[src/rtl/chan_mux_pkg.sv]
// Shared definitions for the channel multiplexer: mode encodings and the
// modulo-channel-count increment used by the round-robin pointer.
package chan_mux_pkg;

    localparam logic MODE_FIXED = 1'b0;
    localparam logic MODE_RR    = 1'b1;

    // (v + 1) mod n for v already in [0, n-1]; avoids a divider.
    function automatic int unsigned inc_mod(input int unsigned v, input int unsigned n);
        return (v + 32'd1 >= n) ? 32'd0 : v + 32'd1;
    endfunction

endpackage

[src/rtl/onehot_decoder.sv]
// Generalised select decoder: SW-bit index to CH-bit one-hot.
// Indices at or beyond CH have no matching output bit and decode to zero.
module onehot_decoder #(
    parameter int SW = 2,
    parameter int CH = 4
) (
    input  logic [SW-1:0] idx,
    output logic [CH-1:0] oh
);

    genvar gi;
    generate
        for (gi = 0; gi < CH; gi++) begin : g_dec
            assign oh[gi] = (idx == SW'(gi));
        end
    endgenerate

endmodule

[src/rtl/chan_mux_reg.sv]
// N-channel W-bit mux with a single-entry registered output and valid/ready
// handshakes; fixed-select or fair round-robin channel selection.
module chan_mux_reg
    import chan_mux_pkg::*;
#(
    parameter int CH = 4,
    parameter int W  = 1,
    parameter int SW = $clog2(CH)
) (
    input  logic            clk,
    input  logic            rst,
    input  logic            mode,
    input  logic [SW-1:0]   sel,
    input  logic [CH*W-1:0] d,
    input  logic [CH-1:0]   d_valid,
    output logic [CH-1:0]   d_ready,
    output logic [W-1:0]    o,
    output logic [SW-1:0]   o_ch,
    output logic            o_valid,
    input  logic            o_ready
);

    localparam logic [SW:0] CH_W = (SW + 1)'(CH);

    logic [W-1:0]  o_reg;
    logic [SW-1:0] o_ch_reg;
    logic          o_valid_reg;
    logic [SW-1:0] ptr_reg;

    logic          load_en;
    logic [CH-1:0] sel_oh;
    logic [CH-1:0] grant_oh;
    logic          fix_found;
    logic [SW-1:0] rot_idx [CH];
    logic [CH-1:0] rot_valid;
    logic          rr_found;
    logic [SW-1:0] rr_idx;
    logic          grant_valid;
    logic [SW-1:0] grant_idx;
    logic [W-1:0]  grant_data;
    logic [SW-1:0] ptr_next;

    // Output register is free when empty or being drained this cycle.
    assign load_en = !o_valid_reg || o_ready;

    onehot_decoder #(.SW(SW), .CH(CH)) u_sel_dec (
        .idx (sel),
        .oh  (sel_oh)
    );

    assign fix_found = |(sel_oh & d_valid);

    // Rotated view of d_valid: slot gi corresponds to channel (ptr + gi) mod CH.
    genvar gi;
    generate
        for (gi = 0; gi < CH; gi++) begin : g_rot
            logic [SW:0] sum;
            assign sum           = {1'b0, ptr_reg} + (SW + 1)'(gi);
            assign rot_idx[gi]   = (sum >= CH_W) ? SW'(sum - CH_W) : SW'(sum);
            assign rot_valid[gi] = d_valid[rot_idx[gi]];
        end
    endgenerate

    // Lowest rotated slot wins, giving the first valid channel at or after ptr.
    always_comb begin
        rr_found = 1'b0;
        rr_idx   = ptr_reg;
        for (int k = CH - 1; k >= 0; k--) begin
            if (rot_valid[k]) begin
                rr_found = 1'b1;
                rr_idx   = rot_idx[k];
            end
        end
    end

    always_comb begin
        grant_valid = 1'b0;
        grant_idx   = sel;
        if (mode == MODE_RR) begin
            grant_valid = rr_found;
            grant_idx   = rr_idx;
        end else begin
            grant_valid = fix_found;
            grant_idx   = sel;
        end
    end

    onehot_decoder #(.SW(SW), .CH(CH)) u_grant_dec (
        .idx (grant_idx),
        .oh  (grant_oh)
    );

    assign grant_data = d[grant_idx*W +: W];
    assign d_ready    = grant_oh & {CH{!rst && load_en && grant_valid}};
    assign ptr_next   = SW'(inc_mod(32'(grant_idx), 32'(CH)));

    always_ff @(posedge clk or posedge rst) begin
        if (rst) begin
            o_reg       <= '0;
            o_ch_reg    <= '0;
            o_valid_reg <= 1'b0;
            ptr_reg     <= '0;
        end else if (load_en) begin
            if (grant_valid) begin
                o_reg       <= grant_data;
                o_ch_reg    <= grant_idx;
                o_valid_reg <= 1'b1;
                // Fixed-mode transfers leave the rotation where it was.
                if (mode == MODE_RR) begin
                    ptr_reg <= ptr_next;
                end
            end else begin
                o_valid_reg <= 1'b0;
            end
        end
    end

    assign o       = o_reg;
    assign o_ch    = o_ch_reg;
    assign o_valid = o_valid_reg;

endmodule

[config.mk]
export PLATFORM = sky130hd
export DESIGN_NAME = chan_mux_reg
export DESIGN_NICKNAME = d
export VERILOG_FILES = /design/src/rtl/chan_mux_pkg.sv /design/src/rtl/onehot_decoder.sv /design/src/rtl/chan_mux_reg.sv
export SDC_FILE = /design/constraint.sdc
export NUM_CORES = 1
export LEC_CHECK = 0
export ABC_AREA = 1
export BUFFER_PORTS_ARGS = -buffer_cell sky130_fd_sc_hd__buf_2
export CAP_MARGIN = 40
export CORE_MARGIN = 3
export CORE_UTILIZATION = 48
export CTS_CLUSTER_SIZE = 14
export DETAILED_ROUTE_END_ITERATION = 12
export PLACE_DENSITY = 0.75
export REMOVE_ABC_BUFFERS = 1
export SYNTH_ARGS = -nofsm -noshare
export SYNTH_HDL_FRONTEND = slang
export SYNTH_SLANG_ARGS = --single-unit
export TNS_END_PERCENT = 20
[constraint.sdc]
create_clock -name clk -period 2.21 [get_ports clk]
set_clock_uncertainty 0.2 [all_clocks]
set_input_delay 0.1105 -clock clk [delete_from_list [all_inputs] [get_ports clk]]
set_output_delay 0.1105 -clock clk [all_outputs]
set_load 0.01 [all_outputs]
## Yosys cells after proc, flatten, opt, wreduce, memory -nomap -nowiden

Index checks and enable logic that the tools add are counted.

- $add $sub $neg: 8
- $lt $le $gt $ge: 9
- Eq/ne operators: 6
- Shifts and indexed selects: 1
- Mux-type cells: 24
- Bitwise gates (word level): 2
- Reduce and logical (&&, ||, !) cells: 10

Operators with widths:

| cell | number |
|---|---|
| $mux W2 | 10 |
| $ge A3 B3 Y1 const B | 4 |
| $lt A2 B3 Y1 const B | 4 |
| $mux W1 | 10 |
| $and A4 B4 Y4 | 2 |
| $bmux W1 S2 | 4 |
| $eq A2 B2 Y1 const B | 4 |
| $sub A2 B1 Y2 const B | 4 |
| $add A2 B1 Y3 const B | 2 |
| $add A2 B2 Y3 const B | 2 |
| $eq A2 B1 Y1 const B | 2 |
| $logic_not A2 Y1 | 2 |
| $reduce_or A4 Y1 | 1 |
| $shiftx A4 B3 Y1 | 1 |
| $ge A2 B3 Y1 const B | 1 |
| $reduce_and A3 Y1 | 1 |
| $logic_and A1 B1 Y1 | 2 |
| $logic_not A1 Y1 | 2 |
| $reduce_and A2 Y1 | 1 |
| $logic_or A1 B1 Y1 | 1 |

- Flip-flop bits (word level): 6
- Input bits: 14
- Output and inout port bits: 8
- Logic and storage cells: 64

## Longest topological paths before layout

Gate-level depths: netlist of run 1.

- Depth after elaboration: 13
- Depth in mapped cells: 14
- Gate-level depth less buffers: 14

## By module

From an unflattened synthesis of run 1, not the netlist that was laid out.

- Cells, all modules: 124
- Area total of the unflattened synthesis: 729.4 um^2

Modules (own cells, without submodules):

| module | times used | cells each | area each (um^2) | sequential area each (um^2) |
|---|---|---|---|---|
| chan_mux_reg | 1 | 110 | 676.9 | 150.1 |
| onehot_decoder | 2 | 7 | 26.3 | 0.0 |

## Worst setup path after synthesis of run 1

No wires, ideal clock.

- Path kind: register -> register
- Start: register ptr_reg[0]
- End: register ptr_reg[1]
- Library setup time: 76 ps
- Arrival time: 1532 ps
- Required time: 1934 ps
- Path slack: 402 ps
- Stages on the path, launching flop included: 12
- Clock period less this slack: 1808 ps
- Cell sequence: dfrtp_1 buf_6 nand2_1 o21ai_1 nor2_1 nand2_2 nand2_1 nand2_1 nand3_2 nand2_4 ha_1 o21ai_1

- Word-level cells in the longest chain between the ends: 13

Ends and longest elaborated chain:

| what | RTL line | text |
|---|---|---|
| start, declared | chan_mux_reg.sv:28 | `logic [SW-1:0] ptr_reg;` |
| start signal, assigned | chan_mux_reg.sv:110 | `ptr_reg <= ptr_next;` |
| $add A2 B2 Y3 | chan_mux_reg.sv:58 | `assign sum = {1'b0, ptr_reg} + (SW + 1)'(gi);` |
| $ge A3 B3 Y1 or $sub A2 B1 Y2 (tied branches) | chan_mux_reg.sv:59 | `assign rot_idx[gi] = (sum >= CH_W) ? SW'(sum - CH_W) : SW'(sum);` |
| $mux W2 | chan_mux_reg.sv:59 |  |
| $bmux W1 S2 | chan_mux_reg.sv:60 | `assign rot_valid[gi] = d_valid[rot_idx[gi]];` |
| $mux W1 (implied by the code) | chan_mux_reg.sv:60 |  |
| $mux W2 (4 in series) | chan_mux_reg.sv:69 | `if (rot_valid[k]) begin` |
| $mux W2 | chan_mux_reg.sv:79 | `if (mode == MODE_RR) begin` |
| $add A2 B1 Y3 | chan_mux_pkg.sv:10 | `return (v + 32'd1 >= n) ? 32'd0 : v + 32'd1;` |
| $ge A3 B3 Y1 | chan_mux_pkg.sv:10 |  |
| $mux W2 | chan_mux_pkg.sv:10 |  |

Parallel ways exist; a longest one is shown, timed or not. The select of a mux whose other input is x is not followed.
A chain may end at the register's enable or synchronous reset.

## Worst setup path after layout of run 1

- Start: register ptr_reg[0]
- End: output d_ready[1]

- Word-level cells in the longest chain between the ends: 12

Ends and longest elaborated chain:

| what | RTL line | text |
|---|---|---|
| $add A2 B2 Y3 | chan_mux_reg.sv:58 |  |
| $ge A3 B3 Y1 or $sub A2 B1 Y2 (tied branches) | chan_mux_reg.sv:59 |  |
| $mux W2 | chan_mux_reg.sv:59 |  |
| $bmux W1 S2 | chan_mux_reg.sv:60 |  |
| $mux W1 (implied by the code) | chan_mux_reg.sv:60 |  |
| $mux W2 or $mux W1 (tied branches) (4 in series) | chan_mux_reg.sv:69 |  |
| $mux W2 or $mux W1 (tied branches) | chan_mux_reg.sv:79 |  |
| $eq A2 B1 Y1 or $logic_and A1 B1 Y1 (tied branches) | onehot_decoder.sv:14, chan_mux_reg.sv:94 |  |
| $and A4 B4 Y4 * | chan_mux_reg.sv:94 | `assign d_ready = grant_oh & {CH{!rst && load_en && grant_valid}};` |
| end, declared | chan_mux_reg.sv:16 | `output logic [CH-1:0] d_ready,` |

Mark *: on every way between the ends. The rest lies on a longest branch, timed or not. The select of a mux whose other input is x is not followed.

==> impl_metrics.csv, run 1 <==
group,metric,value,unit
timing,holdWs,13.6,ps
synth,synth-compound-area-share,12.9,%
floorplan,core,0.00117,mm2
worst_setup_path,worstSetupStartpointType,"register",
min_path,min-delay-start,"d[2]",
clock_tree,cts_root_buf,"clkbuf_4",
worst_setup_path,arrival,1940,ps
floorplan,die_w,42.3,um
clock_tree,insertion_delay,240,ps
floorplan,rows,12,
worst_setup_path,critPathSlowestCell,"dfrtp_2",
drt,drt-total-wl,1.97,mm
pwr,p_sw,600,uW
timing,tns,-142,ps
global_route,top_usage_layer,"met2",
global_route,grt.met1_usage,26.1,%
worst_setup_path,worstSetupPathType,"reg2out",
layout,regArea,153,um2
pwr,powerDensity,1260,mW/mm2
synth,synth_commonest_cells,"nand2_1 (37), nand3_1 (13), inv_1 (9), nor2_1 (9), dfrtp_1 (6)",
synth,syn_inst,103,
timing,fmax,444,MHz
layout,area_growth,54.5,%
synth,ys_ff_latch,6,
synth,synth-simple-area-share,52.5,%
run_status,violations,"setup timing",
drt,viasPerCell,5.31,
job,max-cap-violations,0,
min_path,hold_depth,5,
synth,synth_edf_count,0,
synth,netlist.area_leader.share,23.8,%
global_route,grt_max_degree,9,
global_route,use_met3,3.43,%
synth,synth.cell_area,632,um2
worst_setup_path,max_stage_delay,460,ps
placement,dp_cells,137,
timing,worst_slack,-40.0,ps
synth,synth_cell_types,21,
placement,port_buffers,21,
pwr,p_clk_share,7.9,%
clock_tree,cts_tree,"yes",
synth,synth_largest_area_cell,"dfrtp_1",
global_route,gr-usage-all-layers,22.5,%
drt,num_vias,818,
drt,wire_per_inst,12.8,um
synth,synth_top_family_by_area,"simple AND/OR/NAND/NOR gates",
timing,finalSetupViolCount,5,
worst_setup_path,cp-end-kind,"output pin",
synth,yosysSeqAreaShare,23.8,%
clock_tree,cts.sink_count,6,
worst_setup_path,cp-startpoint,"ptr_reg[0]",
synth,synthAdderAreaFrac,1.98,%
global_route,grt_pass1_vias,748,
synth,synthXorXnorAreaFrac,0,%
worst_setup_path,crit_path_max_fanout,6,
pwr,p_int,626,uW
synth,async_flop_share,100,%
worst_setup_path,ff2ff_setup_slack,-10,ps
floorplan,die_area,0.00179,mm2
timing,fin_crit_sh,102,%
global_route,grt_pass1_wl,3.14,mm
floorplan,start_util,54.0,%
min_path,hold_end,"o",
clock_tree,clockBufferDepth,2,
layout,stdcell_count,154,
worst_setup_path,r2r-end,"o",
layout,drive_gt1_share,52.1,%
floorplan,die_h,42.3,um
pwr,power_frac_seq,17.4,%
clock_tree,numCtsBuffers,3,
worst_setup_path,path_delay_family,"simple AND/OR/NAND/NOR gates",
clock_tree,clk_pin_slew,40,ps
pwr,peakVddDrop,0.000772,V
layout,final_area,976,um2
drt,ant_nets,0,
layout,post-route-util,83.3,%
worst_setup_path,path_cells,"buf_4, nand2_1, o21ai_4, nor2_2, nand2_2, nand2_1, nand2_1, nand3_2, nand2_4, inv_4, nand3_2, nor2_1, buf_2",
run_status,status,"finished with violations",
global_route,antenna_found_initial,0,
pwr,pwr-share-comb,74.7,%
drt,first_pass_iters,4,
synth,synth_mux_area_share,0,%
floorplan,io_pins,22,
worst_setup_path,r2r_cells,16,
global_route,gr-total-overflow,0,
synth,syn_area_per_cell,6.13,um2
layout,multiInputGateArea,510,um2
worst_setup_path,crit_top_cell,"nand2_1",
placement,gp_congestion,0.829,
timing,worst_slew_margin_rel,73.1,%
synth,synth_area_leaders,"dfrtp_1 (24%), nand2_1 (22%), nand3_1 (10%)",
layout,finalNetCount,157,
timing,maxSlewViolCount,0,
timing,worstMarginPinSlew,403,ps
global_route,grt_use_met2,39.5,%
worst_setup_path,crit_buf_inv,3,
layout,antenna_cells,0,
layout,fillCellCount,85,
pwr,p_leak,0.517,nW
placement,place_area,743,um2
synth,synth.most_common_cell,"nand2_1",
placement,dp_hpwl,1.28,mm
worst_setup_path,reg2reg_from,"ptr_reg[0]",
pwr,switching_share,49.0,%
clock_tree,htree_levels,1,
timing,finalHoldViolCount,0,
synth,synth-warning-count,0,
min_path,hp-class,"in2reg",
drt,drc,0,
synth,ys.flop_type,"dfrtp_1",
timing,fin_crit,2250,ps
worst_setup_path,cp.required,1900,ps
drt,initialDrtViolationCount,23,
timing,rsz0062_at_grt,"true",
[logic make-up (layout without fill, tap and decap cells)]
family,after synthesis,in the layout
fa+ha+maj,1,1
flops,6,6
buf+inv,13,50
compound gates,13,13
simple gates,70,70
[stage by stage]
stage          power, mW  setup slack, ps
3_5_place_dp       0.777             89.6
6_report            1.23            -40.0
3_3_place_gp       0.764              109
4_1_cts             1.06             2.37
2_1_floorplan      0.633              296
5_1_grt             1.34             -156
[cell type report]
class	count	share of cell area, %
multi-input cells	84	52.3
flip-flops and latches	6	15.6
repair buffers	35	22.8
well taps	14	1.79
clock buffers	3	2.31
inverters	12	5.13
[worst max-delay path by stage]
| stage | slack [ps] | depth (start not counted) | endpoint |
|---|---|---|---|
| 2_1_floorplan | 300 | 13 | d_ready[2] |
| 3_3_place_gp | 110 | 14 | d_ready[2] |
| 3_5_place_dp | 90 | 14 | d_ready[2] |
| 4_1_cts | 2 | 14 | d_ready[2] |
| 5_1_grt | -160 | 16 | o |
| 6_report | -40 | 13 | d_ready[1] |
[worst register-to-register path, cell delays in order, from the launching register on]
cell,delay (ps)
dfrtp_2,460
buf_6,160
nand2_1,80
nand2_2,70
nand2_2,80
nand2_2,60
nand2_2,80
nand2_1,50
nand2_1,70
nand3_2,110
buf_4,170
buf_4,120
buf_4,120
nand3_1,60
nand3_1,90
nand3_1,100
nand2_1,60
[layer usage]
| layer | share of wire [%] | routed length, um |
|---|---|---|
| met2 | 51 | 997 |
| met5 | 0 | 0 |
| met3 | 6.6 | 129 |
| met4 | 2.4 | 47 |
| met1 | 40 | 791 |
[power groups by stage]
| stage | Combinational, mW | Sequential (mW) | Clock (mW) |
|---|---|---|---|
| after floorplan | 0.410 | 0.224 | 0 |
| after global placement | 0.549 | 0.215 | 0 |
| after detailed placement | 0.560 | 0.216 | 0 |
| after CTS | 0.750 | 0.206 | 0.100 |
| after global routing | 1.01 | 0.223 | 0.108 |
| final | 0.916 | 0.214 | 0.0962 |
[cells in the final DEF, fill, tap and decap left out, drive strengths merged]
cell	synthesis	final
nand2	41	41
buf	1	33
nand3	16	16
inv	12	12
nor2	10	10
o21ai	7	7
dfrtp	6	6
a21oi	3	3
clkbuf	0	3
o31ai	3	3
dlygate4sd3	0	2
or2	1	1
and2	1	1
nor3	1	1
ha	1	1
[repair_timing]
item                                    4_1_cts  5_1_grt
pin swaps                                     7       14
setup buffers                                 8        4
hold buffers                                  2        0
resized for setup                            15       16
endpoints found under the hold margin         7        0
endpoints found under the setup margin        4        5
(Power assumes the default switching activity.)
==> run 2, diff against run 1 <==
--- a/config.mk
+++ b/config.mk
@@ -6,7 +6,7 @@
 export NUM_CORES = 1
 export LEC_CHECK = 0
 export ABC_AREA = 1
-export BUFFER_PORTS_ARGS = -buffer_cell sky130_fd_sc_hd__buf_2
+export BUFFER_PORTS_ARGS = -buffer_cell sky130_fd_sc_hd__clkbuf_2
 export CAP_MARGIN = 40
 export CORE_MARGIN = 3
 export CORE_UTILIZATION = 48
==> impl_metrics.csv, run 2 (synthesis results as in run 1) <==
group,metric,value,unit
run_status,status,"finished with violations",
run_status,violations,"setup timing",
layout,finalNetCount,158,
pwr,powerDensity,1320,mW/mm2
pwr,switching_share,51.7,%
global_route,top_usage_layer,"met2",
floorplan,io_pins,22,
min_path,hp-class,"in2reg",
placement,port_buffers,21,
timing,fmax,434,MHz
placement,gp_congestion,0.814,
drt,drt-total-wl,2.56,mm
floorplan,rows,12,
min_path,min-delay-start,"d[0]",
pwr,pwr-share-comb,74.2,%
timing,fin_crit,2300,ps
pwr,p_leak,0.528,nW
timing,finalSetupViolCount,5,
worst_setup_path,arrival,1990,ps
floorplan,start_util,54.0,%
clock_tree,cts.sink_count,6,
pwr,p_int,638,uW
clock_tree,numCtsBuffers,3,
pwr,power_frac_seq,17.5,%
layout,fillCellCount,65,
drt,initialDrtViolationCount,45,
floorplan,die_area,0.00179,mm2
global_route,grt_max_degree,9,
drt,num_vias,908,
global_route,gr-usage-all-layers,26.8,%
drt,viasPerCell,5.86,
clock_tree,clockBufferDepth,2,
placement,dp_hpwl,1.31,mm
pwr,p_sw,682,uW
worst_setup_path,cp.required,1900,ps
pwr,p_clk_share,8.3,%
drt,ant_nets,0,
clock_tree,insertion_delay,250,ps
clock_tree,clk_pin_slew,50,ps
global_route,antenna_found_initial,0,
pwr,p_total,1.32,mW
layout,antenna_cells,0,
layout,drive_gt1_share,56.0,%
global_route,grt_pass1_wl,3.77,mm
worst_setup_path,cp-startpoint,"ptr_reg[1]",
timing,worst_slew_margin_rel,72.3,%
worst_setup_path,worstSetupPathType,"reg2out",
floorplan,core,0.00117,mm2
layout,area_growth,58.6,%
worst_setup_path,crit_path_max_fanout,7,
layout,post-route-util,85.6,%
floorplan,die_w,42.3,um
timing,fin_crit_sh,104,%
clock_tree,cts_root_buf,"clkbuf_4",
timing,finalHoldViolCount,0,
global_route,grt.met1_usage,32.6,%
timing,worstMarginPinSlew,414,ps
clock_tree,htree_levels,1,
layout,final_cell_mix,"nand2_2 (20), nand2_1 (20), clkbuf_2 (17)",
drt,drc,0,
global_route,gr-total-overflow,0,
floorplan,die_h,42.3,um
worst_setup_path,cp-end-kind,"output pin",
drt,first_pass_iters,4,
global_route,grt_pass1_vias,810,
drt,wire_per_inst,16.5,um
timing,maxSlewViolCount,0,
timing,rsz0062_at_grt,"true",
timing,worst_slack,-94.8,ps
worst_setup_path,reg2reg_from,"ptr_reg[1]",
global_route,grt_use_met2,47.7,%
pwr,peakVddDrop,0.00100,V
global_route,use_met3,2.58,%
clock_tree,cts_tree,"yes",
worst_setup_path,worstSetupStartpointType,"register",
job,max-cap-violations,0,
run 2: cell count changes in the layout (fill, tap and decap cells not counted):
cell | before | now
o21ai_2 | 1 | 2
o21ai_4 | 2 | 1
nand3_2 | 7 | 5
buf_2 | 21 | 4
dfrtp_1 | 4 | 5
dfrtp_2 | 2 | 1
nand2_2 | 13 | 20
nand2_1 | 27 | 20
nand3_1 | 9 | 10
buf_6 | 2 | 4
nand3_4 | 0 | 1
clkbuf_2 | 0 | 17
buf_4 | 10 | 9
run 2: worst max-delay path: stages (launching register included):
cell and delay, ps:
dfrtp_1 540, inv_2 110, nand2_1 90, nand2_2 70, nand2_2 80, nand2_2 50
nand2_2 90, nand2_2 60, nand2_2 70, nand3_4 80, nand2_4 110, ha_4 140
inv_2 30, nor2_2 90, buf_2 130
run 2: cell type report:
type / instances / area, um2 / share of cell area [%]
repair buffers: 36 / 238 / 23.7
well taps: 14 / 17.5 / 1.75
inverters: 12 / 50.0 / 4.99
flip-flops and latches: 6 / 151 / 15.1
multi-input cells: 84 / 523 / 52.2
clock buffers: 3 / 22.5 / 2.25
run 2: worst paths after layout:
check	slack, ps	end	cells past startpoint
min	60	o	5
min reg2reg	340	o_ch[0]	2
max	-90	d_ready[2]	14
min in group asynchronous	150	o_ch[1]	3
max reg2reg	0	o	15
max in group asynchronous	1390	ptr_reg[0]	3
run 2: what timing repair did:
item,4_1_cts,5_1_grt
pin swaps,16,17
setup endpoints to repair,4,5
hold buffers,2,0
gates resized for setup,21,19
hold endpoints to repair,7,0
buffers inserted,12,1
run 2: power groups by stage:
stage | combinational (mW) | sequential, mW | clock [mW]
after detailed placement | 0.563 | 0.219 | 0
after global routing | 1.07 | 0.237 | 0.112
after floorplan | 0.410 | 0.224 | 0
final | 0.979 | 0.232 | 0.109
after global placement | 0.550 | 0.217 | 0
after CTS | 0.856 | 0.219 | 0.107
run 2: metal layers:
metal	up-vias	part of all wire [%]	wire (um)
li1	411	-	-
met1	423	40	1010
met2	58	50	1290
met3	16	6.4	163
met4	0	3.6	93
met5	-	0	0
run 2: through the flow:
step	std cells	setup WS (ps)	hold WS (ps)	area [um2]	setup TNS, ps
after global placement	137	117	-162	743	0
after global routing	155	-196	65.7	1000	-788
after detailed placement	137	63.8	-149	743	0
after floorplan	102	296	-274	621	0
final	155	-94.8	55.6	1000	-237
after CTS	154	-1.07	5.60	960	-1.07
